File: src/rtl/sigdel_seq.sv
// Sigma-delta ADC conversion scheduler: round-robin over two requesters, settle-window discard, one captured result.
// Optional watchdog abort under `SIGDEL_SEQ_TIMEOUT_EN`.
module sigdel_seq #(
  parameter int EXTRA_SETTLE = 0,
  parameter int TO_W         = 20
) (
  input  logic        clk,
  input  logic        rst,
  input  logic        req0_valid,
  input  logic [5:0]  req0_cfg,
  output logic        req0_ready,
  input  logic        req1_valid,
  input  logic [5:0]  req1_cfg,
  output logic        req1_ready,
  input  logic        dec_stb,
  input  logic [15:0] adc_data,
  output logic [5:0]  cfg_out,
  output logic        res_valid,
  input  logic        res_ready,
  output logic [15:0] res_data,
  output logic        res_id,
  output logic        res_err,
  output logic        busy
);

  typedef enum logic [2:0] {IDLE, GRANT, SETTLE, WAIT, CAPTURE, RESP} state_t;

  localparam logic [4:0] EXTRA = 5'(EXTRA_SETTLE);

  if (TO_W < 1 || EXTRA_SETTLE < 0 || EXTRA_SETTLE > 15) begin : g_param_chk
    $error("sigdel_seq: TO_W must be >= 1 and EXTRA_SETTLE in 0..15");
  end

  state_t      state, state_nxt;
  logic        sel_q, sel_nxt;
  logic        rr_q;
  logic [4:0]  cnt_q;
  logic [5:0]  sel_cfg;
  logic [4:0]  load_cnt;
  logic        timeout;

  // Settle windows per filter: AVG/SINC1 one, SINC2 two, SINC3 three.
  always_comb begin
    sel_cfg = sel_q ? req1_cfg : req0_cfg;
    case (sel_cfg[5:4])
      2'b10:   load_cnt = 5'd2 + EXTRA;
      2'b11:   load_cnt = 5'd3 + EXTRA;
      default: load_cnt = 5'd1 + EXTRA;
    endcase
  end

`ifdef SIGDEL_SEQ_TIMEOUT_EN
  logic [TO_W-1:0] wd_q;
  logic            err_q;
  assign timeout = (&wd_q) && !dec_stb && (state == SETTLE || state == WAIT);
  assign res_err = err_q;
`else
  assign timeout = 1'b0;
  assign res_err = 1'b0;
`endif

  always_comb begin
    state_nxt = state;
    sel_nxt   = sel_q;
    case (state)
      IDLE: begin
        if (req0_valid && req1_valid) begin
          sel_nxt   = ~rr_q;
          state_nxt = GRANT;
        end else if (req0_valid) begin
          sel_nxt   = 1'b0;
          state_nxt = GRANT;
        end else if (req1_valid) begin
          sel_nxt   = 1'b1;
          state_nxt = GRANT;
        end
      end
      GRANT:   state_nxt = (dec_stb && load_cnt == 5'd1) ? WAIT : SETTLE;
      SETTLE: begin
        if (timeout)                       state_nxt = RESP;
        else if (dec_stb && cnt_q == 5'd1) state_nxt = WAIT;
      end
      WAIT: begin
        if (timeout)      state_nxt = RESP;
        else if (dec_stb) state_nxt = CAPTURE;
      end
      CAPTURE: state_nxt = RESP;
      RESP:    if (res_valid && res_ready) state_nxt = IDLE;
      default: state_nxt = IDLE;
    endcase
  end

  assign req0_ready = (state == GRANT) && !sel_q;
  assign req1_ready = (state == GRANT) && sel_q;
  assign busy       = (state != IDLE);

  always_ff @(posedge clk) begin
    if (rst) begin
      state     <= IDLE;
      sel_q     <= 1'b0;
      rr_q      <= 1'b0;
      cnt_q     <= 5'd0;
      cfg_out   <= 6'd0;
      res_valid <= 1'b0;
      res_data  <= 16'd0;
      res_id    <= 1'b0;
`ifdef SIGDEL_SEQ_TIMEOUT_EN
      wd_q      <= '0;
      err_q     <= 1'b0;
`endif
    end else begin
      state <= state_nxt;
      sel_q <= sel_nxt;
      case (state)
        GRANT: begin
          cfg_out <= sel_cfg;
          res_id  <= sel_q;
          rr_q    <= sel_q;
          // A strobe landing in the grant cycle already counts as the first window.
          cnt_q   <= dec_stb ? load_cnt - 5'd1 : load_cnt;
        end
        SETTLE:  if (dec_stb) cnt_q <= cnt_q - 5'd1;
        CAPTURE: begin
          res_data  <= adc_data;
          res_valid <= 1'b1;
`ifdef SIGDEL_SEQ_TIMEOUT_EN
          err_q     <= 1'b0;
`endif
        end
        RESP:    if (res_valid && res_ready) res_valid <= 1'b0;
        default: ;
      endcase
`ifdef SIGDEL_SEQ_TIMEOUT_EN
      if (state == GRANT || dec_stb)
        wd_q <= '0;
      else if (state == SETTLE || state == WAIT)
        wd_q <= wd_q + 1'b1;
      if (timeout) begin
        res_data  <= 16'hFFFF;
        err_q     <= 1'b1;
        res_valid <= 1'b1;
      end
`endif
    end
  end

endmodule

File: config.mk
export PLATFORM = sky130hd
export DESIGN_NAME = sigdel_seq
export DESIGN_NICKNAME = d
export VERILOG_FILES = /design/src/rtl/sigdel_seq.sv
export SDC_FILE = /design/constraint.sdc
export NUM_CORES = 1
export LEC_CHECK = 0
export CAP_MARGIN = 20
export CORE_MARGIN = 4
export CORE_UTILIZATION = 46
export DETAILED_ROUTE_END_ITERATION = 8
export HOLD_SLACK_MARGIN = 0.02
export PLACE_DENSITY = 0.8
export SLEW_MARGIN = 20
export SYNTH_ARGS = -nofsm -noshare
export SYNTH_HDL_FRONTEND = slang
export SYNTH_SLANG_ARGS = --single-unit
export TNS_END_PERCENT = 30
File: constraint.sdc
create_clock -name clk -period 3.2 [get_ports clk]
set_input_delay 0.48 -clock clk [delete_from_list [all_inputs] [get_ports clk]]
set_output_delay 0.48 -clock clk [all_outputs]
set_load 0.1 [all_outputs]
==> metrics.md <==
| Metric | Value |
|---|---|
| Largest net degree at the start of global routing | `22` |
| Post-synth EDFFs | `0` |
| Worst Max-Slew Pin Slew | `978.6 ps` |
| Placed Cells | `281` |
| Grt total ovfl | `0` |
| Final Cycle Share | `0.7333` |
| CTS sink cnt | `33` |
| Drc violations | `0` |
| Final Hold Fails | `0` |
| Area leader, netlist | `dfxtp_1` |
| Setup TNS | `0 ps` |
| First-pass GRT wire length | `about 5.9 mm` |
| DRT iter0 DRCs | `between 70 and 80` |
| Final core occ | `0.6964` |
| CTS buffer count | `5` |
| R2R Path End | `res_data[14]$_SDFFE_PP0P_` |
| Initial antenna violation count | `0` |
| Register area share after synthesis | `0.4258` |
| Most instantiated library cell after synthesis | `nand2_1` |
| Final Setup Violations | `0` |
| Rel. slew slack | `0.3455` |
| Status | `finished clean` |
| Via count | `approximately 1.5k` |
| WS Path Type | `reg2out` |
| Overall power | `0.001597 W` |
| Syn_area_per_cell | `8.253 um2` |
| Diode count | `0` |
| CTS hold repair buffers | `0` |
| Synth top area cells | `dfxtp_1 43%, nand2_1 8.7%, a21oi_1 8.4%, a211oi_1 5.3%, mux2i_1 3.9%` |
| Max-cap check violation count | `0` |
| CTS resizes | `0` |
| CTS tree | `built` |
| CP Capture Point | `req1_ready` |
| Die width | `roughly 66 um` |
| Achievable clock frequency | `between 0.4 and 0.5 GHz` |
| Ys Warns | `0` |
| Top-area cell type share of the netlist area | `0.4258` |
| RSZ-0062 raised after global routing | `no` |
| P_leak | `0.8121 nW` |
| Seq cells post-synth | `33` |
| Worst reg2reg path depth | `3` |
| Power density cells | `between 700 and 800 mW/mm2` |
| Drt wl/cell | `~13 um` |
| Gate Count Post-Synth | `about 190` |
| Minimum hold slack | `~460 ps` |
| Via density per instance | `between 5 and 6` |
| Hold Path Class | `reg2reg` |
| # fillers | `261` |
| Gpl congestion | `about 0.77` |
| Share of cells above drive strength 1 | `0.1020` |
| Critical path arrival | `1870 ps` |
| Final-stage net count | `between 200 and 300` |
| Commonest cells in the synthesized netlist | `36 x nand2_1, 33 x dfxtp_1, 26 x a21oi_1` |
| Setup slack, reg-to-reg | `about 1500 ps` |
| Crit end category | `output pin` |
| HP Start | `res_data[15]$_SDFFE_PP0P_` |
| Routed wire length | `roughly 3.7 mm` |
| CTS Buffer Depth | `2` |
| Core area | `between 0.003 and 0.004 mm2` |
| Final Non-Filler Cells | `just under 300` |
| Main synth FF type | `dfxtp_1` |
| Total global-route track usage | `0.1774` |
| Area of the mapped netlist | `0.001551 mm2` |
| Crit start category | `flip-flop` |
| Critical path required time | `between 2000 and 3000 ps` |
| Post-route ant nets | `0` |
| Vias in the first global route | `between 1k and 1.5k` |
| Syn_nets | `approximately 220` |
| Crit path from | `state[0]$_SDFFE_PP0P_` |
| Clk slew on worst S/H paths | `~100 ps` |
| Reg-to-reg startpoint | `state[2]$_SDFFE_PP0P_` |
| IO buf count | `60` |
| First-pass DRT Iterations | `4` |
| Root Buffer | `clkbuf_4` |
| Yosys cell types | `34` |
| Minimum clock period | `roughly 2300 ps` |
| Area delta synth->final | `40.40%` |
| Peak supply drop | `around 0.64 mV` |
| H-tree depth | `2` |
| Max-slew violations | `0` |
| DP Wirelength | `roughly 2.7 mm` |
| # rows | `20` |
| Asr flop ratio synth | `0` |
| Starting Density | `0.4960` |
| Worst-Skew Late Latency | `around 340 ps` |
| Postcts setup bufs | `0` |
| Die Footprint | `0.004366 mm2` |
| IO Count | `62` |
| Chip height | `66.08 um` |
| CP Max Fanout | `15` |
| Clock skew | `7.995 ps` |
-- routing by layer --
| layer | wire length (um) | GRT usage | share of wire | vias to the layer above |
|---|---|---|---|---|
| met3 | 162 | 0.03912 | 0.044 | 8 |
| met1 | 1729 | 0.2313 | 0.47 | 656 |
| met2 | 1685 | 0.2691 | 0.46 | 34 |
| li1 | - | - | - | 752 |
| met5 | 0 | 0 | 0 | - |
| met4 | 76 | 0.09898 | 0.021 | 0 |
-- flip-flops by register name, indices dropped and copies added (netlist names) --
signal / cells
cfg_out: 6
cnt_q: 5
res_data: 16
res_valid: 1
rr_q: 1
sel_q: 1
state: 3
-- report_power, final --
| group | total, W | leakage [nW] | switching, W | internal (W) |
|---|---|---|---|---|
| Combinational | 0.000805 | 0.511 | 0.000539 | 0.000266 |
| Clock | 0.000228 | 0.0320 | 0.000144 | 0.0000836 |
| Sequential | 0.000564 | 0.269 | 0.0000842 | 0.000480 |
-- how the worst min path moves through the flow --
stage	endpoint	slack [ps]	cells after the start
3_5_place_dp	res_data[15]$_SDFFE_PP0P_	450	2
4_1_cts	res_data[15]$_SDFFE_PP0P_	460	2
6_report	res_data[15]$_SDFFE_PP0P_	460	2
5_1_grt	res_data[0]$_SDFFE_PP0P_	480	2
2_1_floorplan	cnt_q[1]$_SDFFE_PP0P_	490	2
3_3_place_gp	res_data[12]$_SDFFE_PP0P_	440	2
-- cell type report --
type                    count  area (um2)  area share
clock buffers               6       41.29     0.01895
clock inverters             2       10.01    0.004595
inverters                   9       33.78     0.01551
multi-input cells         131       769.5      0.3532
flip-flops and latches     33       660.6      0.3033
well taps                  44       55.05     0.02527
repair buffers             64       608.1      0.2791
-- through the flow --
stage | worst slack, ps | instance area, um2
after CTS | 834.9 | 2178
after floorplan | 3.651 | 1551
after detailed placement | 1168 | 2127
after global placement | 1192 | 2127
after global routing | 708.1 | 2178
final | 853.6 | 2178
-- placed cells by master (no fill, tap or decap), drive strengths merged --
cell           instances
nor2b                  1
buf                   13
nor3                   5
o21ai                  4
clkinv                 2
nor4                   1
mux2i                  6
nor4bb                 1
dfxtp                 33
a2111oi                1
nor2                  15
a31oi                  3
clkdlybuf4s50         51
or3                    2
clkbuf                 6
nor4b                  1
a21oi                 26
nand2                 36
a32oi                  2
nor3b                  1
o32ai                  1
conb                   1
nand2b                 3
inv                    9
or2                    1
xnor2                  4
a2bb2oi                1
and3                   1
a211oi                11
nand3b                 1
ha                     2
-- cell families after synthesis --
| logic type | synth area share |
|---|---|
| flip-flops | 0.4258 |
| XOR/XNOR | 0.02258 |
| buffers and inverters | 0.07822 |
| multiplexers | 0.03871 |
| AO/OA/AOI/OAI | 0.2024 |
| other | 0.002417 |
| adder cells (fa/ha/maj) | 0.01613 |
| AND/OR/NAND/NOR | 0.2137 |
-- worst max-delay path, stage by stage, from the launching register on --
cell and delay [ps]:
dfxtp_1 590, nand2b_1 300, nor2_2 170, nand2_1 80, inv_1 100, buf_4 290
Note: power is estimated with default switching activity, not from simulation.
